File: src/rtl/dff_pkg.sv
// Shared helpers for the dff_pipe delay line. Optional synchronous clear is
// enabled by defining DFF_PIPE_CLR_EN.
package dff_pkg;

    // Counter width able to hold 0..depth inclusive.
    function automatic int occ_width(input int depth);
        return $clog2(depth + 1);
    endfunction

    localparam int DEFAULT_WIDTH = 8;
    localparam int DEFAULT_DEPTH = 3;

endpackage

File: src/rtl/dff_stage.sv
// One pipeline slot: WIDTH-bit data register plus its valid flag.
// The clr input exists only when DFF_PIPE_CLR_EN is defined.
module dff_stage
    import dff_pkg::*;
#(
    parameter int               WIDTH   = DEFAULT_WIDTH,
    parameter logic [WIDTH-1:0] RST_VAL = {WIDTH{1'b0}}
) (
    input  logic             clk,
    input  logic             rst,
    input  logic             en,
`ifdef DFF_PIPE_CLR_EN
    input  logic             clr,
`endif
    input  logic [WIDTH-1:0] d,
    input  logic             d_valid,
    output logic [WIDTH-1:0] q,
    output logic             q_valid
);

    logic [WIDTH-1:0] data_d;
    logic [WIDTH-1:0] data_q;
    logic             valid_d;
    logic             valid_q;

    always_comb begin
        data_d  = data_q;
        valid_d = valid_q;
        if (en) begin
            data_d  = d;
            valid_d = d_valid;
        end
`ifdef DFF_PIPE_CLR_EN
        // Clear wins over advance so the incoming word is dropped.
        if (clr) begin
            data_d  = RST_VAL;
            valid_d = 1'b0;
        end
`endif
    end

    always_ff @(posedge clk or negedge rst) begin
        if (!rst) begin
            data_q  <= RST_VAL;
            valid_q <= 1'b0;
        end else begin
            data_q  <= data_d;
            valid_q <= valid_d;
        end
    end

    assign q       = data_q;
    assign q_valid = valid_q;

endmodule

File: src/rtl/dff_pipe.sv
// Stallable fixed-latency delay line of DEPTH dff_stage slots with an
// occupancy counter. Define DFF_PIPE_CLR_EN to add the synchronous clr port.
module dff_pipe
    import dff_pkg::*;
#(
    parameter int               WIDTH   = DEFAULT_WIDTH,
    parameter int               DEPTH   = DEFAULT_DEPTH,
    parameter logic [WIDTH-1:0] RST_VAL = {WIDTH{1'b0}}
) (
    input  logic                         clk,
    input  logic                         rst,
    input  logic                         en,
`ifdef DFF_PIPE_CLR_EN
    input  logic                         clr,
`endif
    input  logic [WIDTH-1:0]             d,
    input  logic                         d_valid,
    output logic [WIDTH-1:0]             q,
    output logic                         q_valid,
    output logic [occ_width(DEPTH)-1:0]  occ
);

    localparam int OCC_W = occ_width(DEPTH);

    typedef struct packed {
        logic [WIDTH-1:0] data;
        logic             valid;
    } stage_t;

    stage_t           stage_in;
    stage_t           stage_last;
    logic [WIDTH-1:0] data_chain  [DEPTH+1];
    logic             valid_chain [DEPTH+1];
    logic [OCC_W-1:0] occ_d;
    logic [OCC_W-1:0] occ_q;

    assign stage_in       = '{data: d, valid: d_valid};
    assign data_chain[0]  = stage_in.data;
    assign valid_chain[0] = stage_in.valid;

    for (genvar g = 0; g < DEPTH; g++) begin : g_stage
        dff_stage #(
            .WIDTH   (WIDTH),
            .RST_VAL (RST_VAL)
        ) u_stage (
            .clk     (clk),
            .rst     (rst),
            .en      (en),
`ifdef DFF_PIPE_CLR_EN
            .clr     (clr),
`endif
            .d       (data_chain[g]),
            .d_valid (valid_chain[g]),
            .q       (data_chain[g+1]),
            .q_valid (valid_chain[g+1])
        );
    end

    assign stage_last = '{data: data_chain[DEPTH], valid: valid_chain[DEPTH]};

    // Entry and exit on the same edge cancel; the counter tracks the chain
    // exactly because it advances on the same enable.
    always_comb begin
        occ_d = occ_q;
        if (en) begin
            occ_d = occ_q + OCC_W'(stage_in.valid) - OCC_W'(stage_last.valid);
        end
`ifdef DFF_PIPE_CLR_EN
        if (clr) begin
            occ_d = '0;
        end
`endif
    end

    always_ff @(posedge clk or negedge rst) begin
        if (!rst) begin
            occ_q <= '0;
        end else begin
            occ_q <= occ_d;
        end
    end

    assign q       = stage_last.data;
    assign q_valid = stage_last.valid;
    assign occ     = occ_q;

endmodule

File: config.mk
export PLATFORM = sky130hd
export DESIGN_NAME = dff_pipe
export DESIGN_NICKNAME = d
export VERILOG_FILES = /design/src/rtl/dff_pkg.sv /design/src/rtl/dff_stage.sv /design/src/rtl/dff_pipe.sv
export SDC_FILE = /design/constraint.sdc
export NUM_CORES = 1
export LEC_CHECK = 0
export ABC_AREA = 1
export BUFFER_PORTS_ARGS = -buffer_cell sky130_fd_sc_hd__buf_4
export CORE_UTILIZATION = 50
export CTS_CLUSTER_SIZE = 40
export DETAILED_ROUTE_END_ITERATION = 10
export HOLD_SLACK_MARGIN = 0.02
export PLACE_DENSITY = 0.82
export SYNTH_ARGS = -nofsm -noshare
export SYNTH_HDL_FRONTEND = slang
export SYNTH_HIERARCHICAL = 1
export SYNTH_SLANG_ARGS = --single-unit
File: constraint.sdc
create_clock -name clk -period 1.4 [get_ports clk]
set_input_delay 0 -clock clk [delete_from_list [all_inputs] [get_ports clk]]
set_output_delay 0 -clock clk [all_outputs]
set_load 0.02 [all_outputs]
# After elaboration in Yosys (flattened, before gate mapping)
# Index checks and enable logic that the tools add are counted.
# W data, S select, Z words.
dict set report totals {
  regBits 29
  latch_bits 0
  mem_bits_rw 0
  rom_bits 0
  input_bits 12
  wordCells 9
  memories 0
}
dict set report op_classes {
  add_sub_neg 2
  n_mul 0
  div_mod_pow 0
  n_lt_le_gt_ge 0
  eq_ne 0
  shift 0
  muxes 0
  bitwise_logic 0
  n_reduce_logical 0
}
# operator n
set ops {}
lappend ops {{$add A2 B1 Y2} 1}
lappend ops {{$sub A2 B1 Y2} 1}

# Logic depth before layout (Yosys ltp)
dict set report depth {
  depth_word 2
  ltp_mapped 9
}

# By module
# Netlist, hierarchy kept.
# mod n_inst cells_each area_each_um2 seq_area_each_um2
set by_module_without_submodules {}
lappend by_module_without_submodules {dff_stage 3 38 341.6 225.2}
lappend by_module_without_submodules {dff_pipe 1 17 136.4 50.0}

# Worst setup path before layout
# OpenSTA, ideal clock, no wires.
dict set report synth_path {
  kind {register to register}
  from {register occ_q[0], in the netlist occ[0]}
  to {register occ_q[1], in the netlist occ[1]}
  t_arrival_ns 1.219
  slack_ns 0.064
  path_stages_with_launch 9
  path_buffers 0
  cell_sequence {dfrtp_1 inv_1 ha_1 inv_1 ha_1 nand2_1 nand3_2 nand2_1 nand2_1}
}
dict set report synth_between {
  elab_chain_cells 2
}
# element line
set synth_lines {}
lappend synth_lines {{from (decl)} dff_pipe.sv:35} ;# logic [OCC_W-1:0] occ_q;
lappend synth_lines {{from (signal assigned)} dff_pipe.sv:77} ;# occ_q <= '0;
lappend synth_lines {{from (signal assigned)} dff_pipe.sv:79} ;# occ_q <= occ_d;
lappend synth_lines {{$add A2 B1 Y2} dff_pipe.sv:66} ;# occ_d = occ_q + OCC_W'(stage_in.valid) - OCC_W'(stage_last.valid);
lappend synth_lines {{$sub A2 B1 Y2} dff_pipe.sv:66}
# No other way between the ends.
# A chain may end at the register's enable or synchronous reset.

# Worst setup path in the final report
dict set report layout_path {
  from {register g_stage[2].u_stage.valid_q}
  to {register occ_q[1], in the netlist occ[1]}
}
dict set report layout_between {
  elab_chain_cells 1
}
# element line
set layout_lines {}
lappend layout_lines {{from (decl)} dff_stage.sv:24} ;# logic valid_q;
lappend layout_lines {{from (signal assigned)} dff_stage.sv:48} ;# valid_q <= valid_d;
lappend layout_lines {{$sub A2 B1 Y2} dff_pipe.sv:66}
# No other way between the ends.

==> impl_metrics.toml <==
[sta]
worstMarginPinSlew_ps = 340.7
setup_viol = 0
setup_tns_ps = 0
final_hold_viol_count = 0
skew_ps = 4.643
slew_headroom = 0.7728
fin_crit_sh = 0.9456
slew_violations = 0
fmax_mhz = 755.4
period_needed_ps = 1324

[power]
pwr-share-comb = 0.239
pwr-share-seq = 0.528
power.density_mw_per_mm2 = 1298
cell_internal_pwr_mw = 1.350
swShare = 0.3026
clockPowerShare = 0.233
p_total_mw = 1.935
peakVddDrop_mv = 0.9665
p_switching_mw = 0.5856
p_leak_nw = 0.8345

[detailed_routing]
drc = 0
wire_per_inst_um = 10.02
ant_nets = 0
via_per_inst = 4.459
vias = 874
drt-pass1-iter-count = 4
wirelength_um = 1963
drtIter0Drc = 17

[yosys]
synth_fa_ha_area_frac = 0.02155
yosys_warnings = 6
synth_cells = 131
synth_mux_area_frac = 0
syn-num-nets = 145
synth-xor-area-share = 0
yosys.area_share.simple = 0.2942
synth_compound_area_frac = 0.004310
syn_avg_cell_area_sq_um = 8.863
synth.distinct_cells = 10
syn_area_sq_mm = 0.001161
synth-seq-cells = 29
synth_top_family_by_area = "simple AND/OR/NAND/NOR gates"
ys_seq_area_frac = 0.6250

[outcome]
outcome = "completed"

[cts]
cts_tree = "done"
cts_setup_buffers = 0
cts_buffer_depth = 2
cts_max_level = 2
clock_latency_ps = 310
clk_pin_slew_ps = 80
clockRootBuffer = "clkbuf_4"
cts_made_buffers = 5
clock-sinks = 29

[worst_setup_path]
startpoint_type = "register"
cpMaxStageDelayCell = "dfrtp_1"
required_ps = 1610
slowest_delay_ps = 430
crit_chain = "ha_4 -> inv_1 -> ha_2 -> nand2_1 -> nand3_2 -> nand2_1 -> nand2_1"
path_class = "reg2reg"
cp_max_fo = 3
endpoint_kind = "register"
crit_path_frequent_cell = "nand2_1"
worst_ep_arrival_time_ps = 1540

[place]
gp_congestion = 0.7024
port_buffers = 22
hpwl_um = 1286

[finish]
num_antenna_cells = 0
layout-drive-gt1-share = 0.2083
finalNetCount = 181
area_delta_synth_final_pct = 28.45

[floorplan]
die_w_um = 50.19
start_util = 0.5300
core_area_sq_mm = 0.002191
io_pins = 23
rows = 17
dieArea_sq_mm = 0.002519
die_y_um = 50.19

[flow_run]
max_cap_viol_count = 0

[grt]
grt_overflow = 0
grt_usage = 0.1899
grt_first_pass_wirelength_um = 3312
antenna_found_initial = 0
first_global_vias = 828
grt_max_degree = 35

[hold_path]
min_path_type = "in2reg"
[worst max-delay path, delay by kind of cell (launching register included)]
kind	cells	cell delay [ps]
buffers and inverters	1	30
adders and majority gates	2	440
and+or+nand+nor	4	320
DFF	1	430
[Yosys cell counts (all sizes together)]
cell | number | area share
nand2 | 86 | 0.28
dfrtp | 29 | 0.63
inv | 8 | 0.026
buf | 3 | 0.029
ha | 2 | 0.022
nand3 | 1 | 0.0086
nand4 | 1 | 0.0054
o21ai | 1 | 0.0043
[worst paths after layout]
| check | startpoint | endpoint | slack (ps) | cells past startpoint |
|---|---|---|---|---|
| max | g_stage[2].u_stage/q_valid | occ[1] | 80 | 7 |
| min | en | g_stage[1].u_stage/q[3] | 60 | 3 |
| max reg2reg | g_stage[2].u_stage/q_valid | occ[1] | 80 | 7 |
| min reg2reg | g_stage[0].u_stage/q[0] | g_stage[0].u_stage/q[0] | 480 | 2 |
| max in group asynchronous | rst | g_stage[2].u_stage/q[7] | 1020 | 2 |
| min in group asynchronous | rst | g_stage[2].u_stage/q[5] | 120 | 2 |
[logic make-up (layout without fill, tap and decap cells)]
group                    Yosys count  after routing
AND/OR/NAND/NOR                   88             88
flip-flops                        29             29
AO/OA/AOI/OAI                      1              1
buffers and inverters             11             48
adder cells (fa/ha/maj)            2              2
[final cells by class]
class	instances	area (sq um)
multi-input cells	91	386.6
clock buffers	8	48.80
inverters	8	30.03
flip-flops and latches	29	725.7
fillers	184	699.4
repair buffers	32	265.3
well taps	28	35.03
[power groups by stage]
stage	clock (mW)	combinational, mW	sequential (mW)
after floorplan	0	0.185	1.09
after global placement	0	0.406	1.02
after detailed placement	0	0.424	1.03
after CTS	0.472	0.447	1.02
after global routing	0.528	0.517	1.04
final	0.451	0.463	1.02
[through the flow]
| stage | setup WS, ps | std cells | hold slack [ps] | area (sq um) | util |
|---|---|---|---|---|---|
| floorplan | 63.52 | 131 | -295.6 | 1161 | - |
| global placement | 165.3 | 178 | -73.36 | 1328 | 0.6059 |
| detailed placement | 90.46 | 178 | -69.97 | 1328 | 0.6059 |
| CTS | 75.82 | 196 | 51.81 | 1476 | 0.6739 |
| global route | -6.952 | 196 | 66.28 | 1491 | 0.6808 |
| finish | 76.14 | 196 | 64.96 | 1491 | 0.6808 |
[per-layer routing]
metal | global-route usage | wire length (um) | vias up
met1 | 0.2061 | 825 | 380
met3 | 0.08182 | 109 | 2
li1 | - | - | 464
met4 | 0.1143 | 23 | 0
met2 | 0.3044 | 1004 | 28
met5 | 0 | 0 | -
[sequential cells by signal, indices dropped and copies added, names as in the netlist]
signal                   flops
g_stage.u_stage/q           24
g_stage.u_stage/q_valid      3
occ                          2
[cell usage in the layout, fill, tap and decap left out, drive strengths merged]
cell type	n
dlygate4sd3	10
ha	2
nand4	1
clkbuf	8
inv	8
o21ai	1
nand3	1
nand2	86
buf	22
dfrtp	29
[repair_timing]
| item | CTS | global route |
|---|---|---|
| hold buffers | 10 | 0 |
| resized for setup | 0 | 3 |
| hold endpoints to repair | 39 | 0 |
| setup endpoints to repair | 0 | 1 |
No activity file was read; power rests on OpenSTA's default activity.
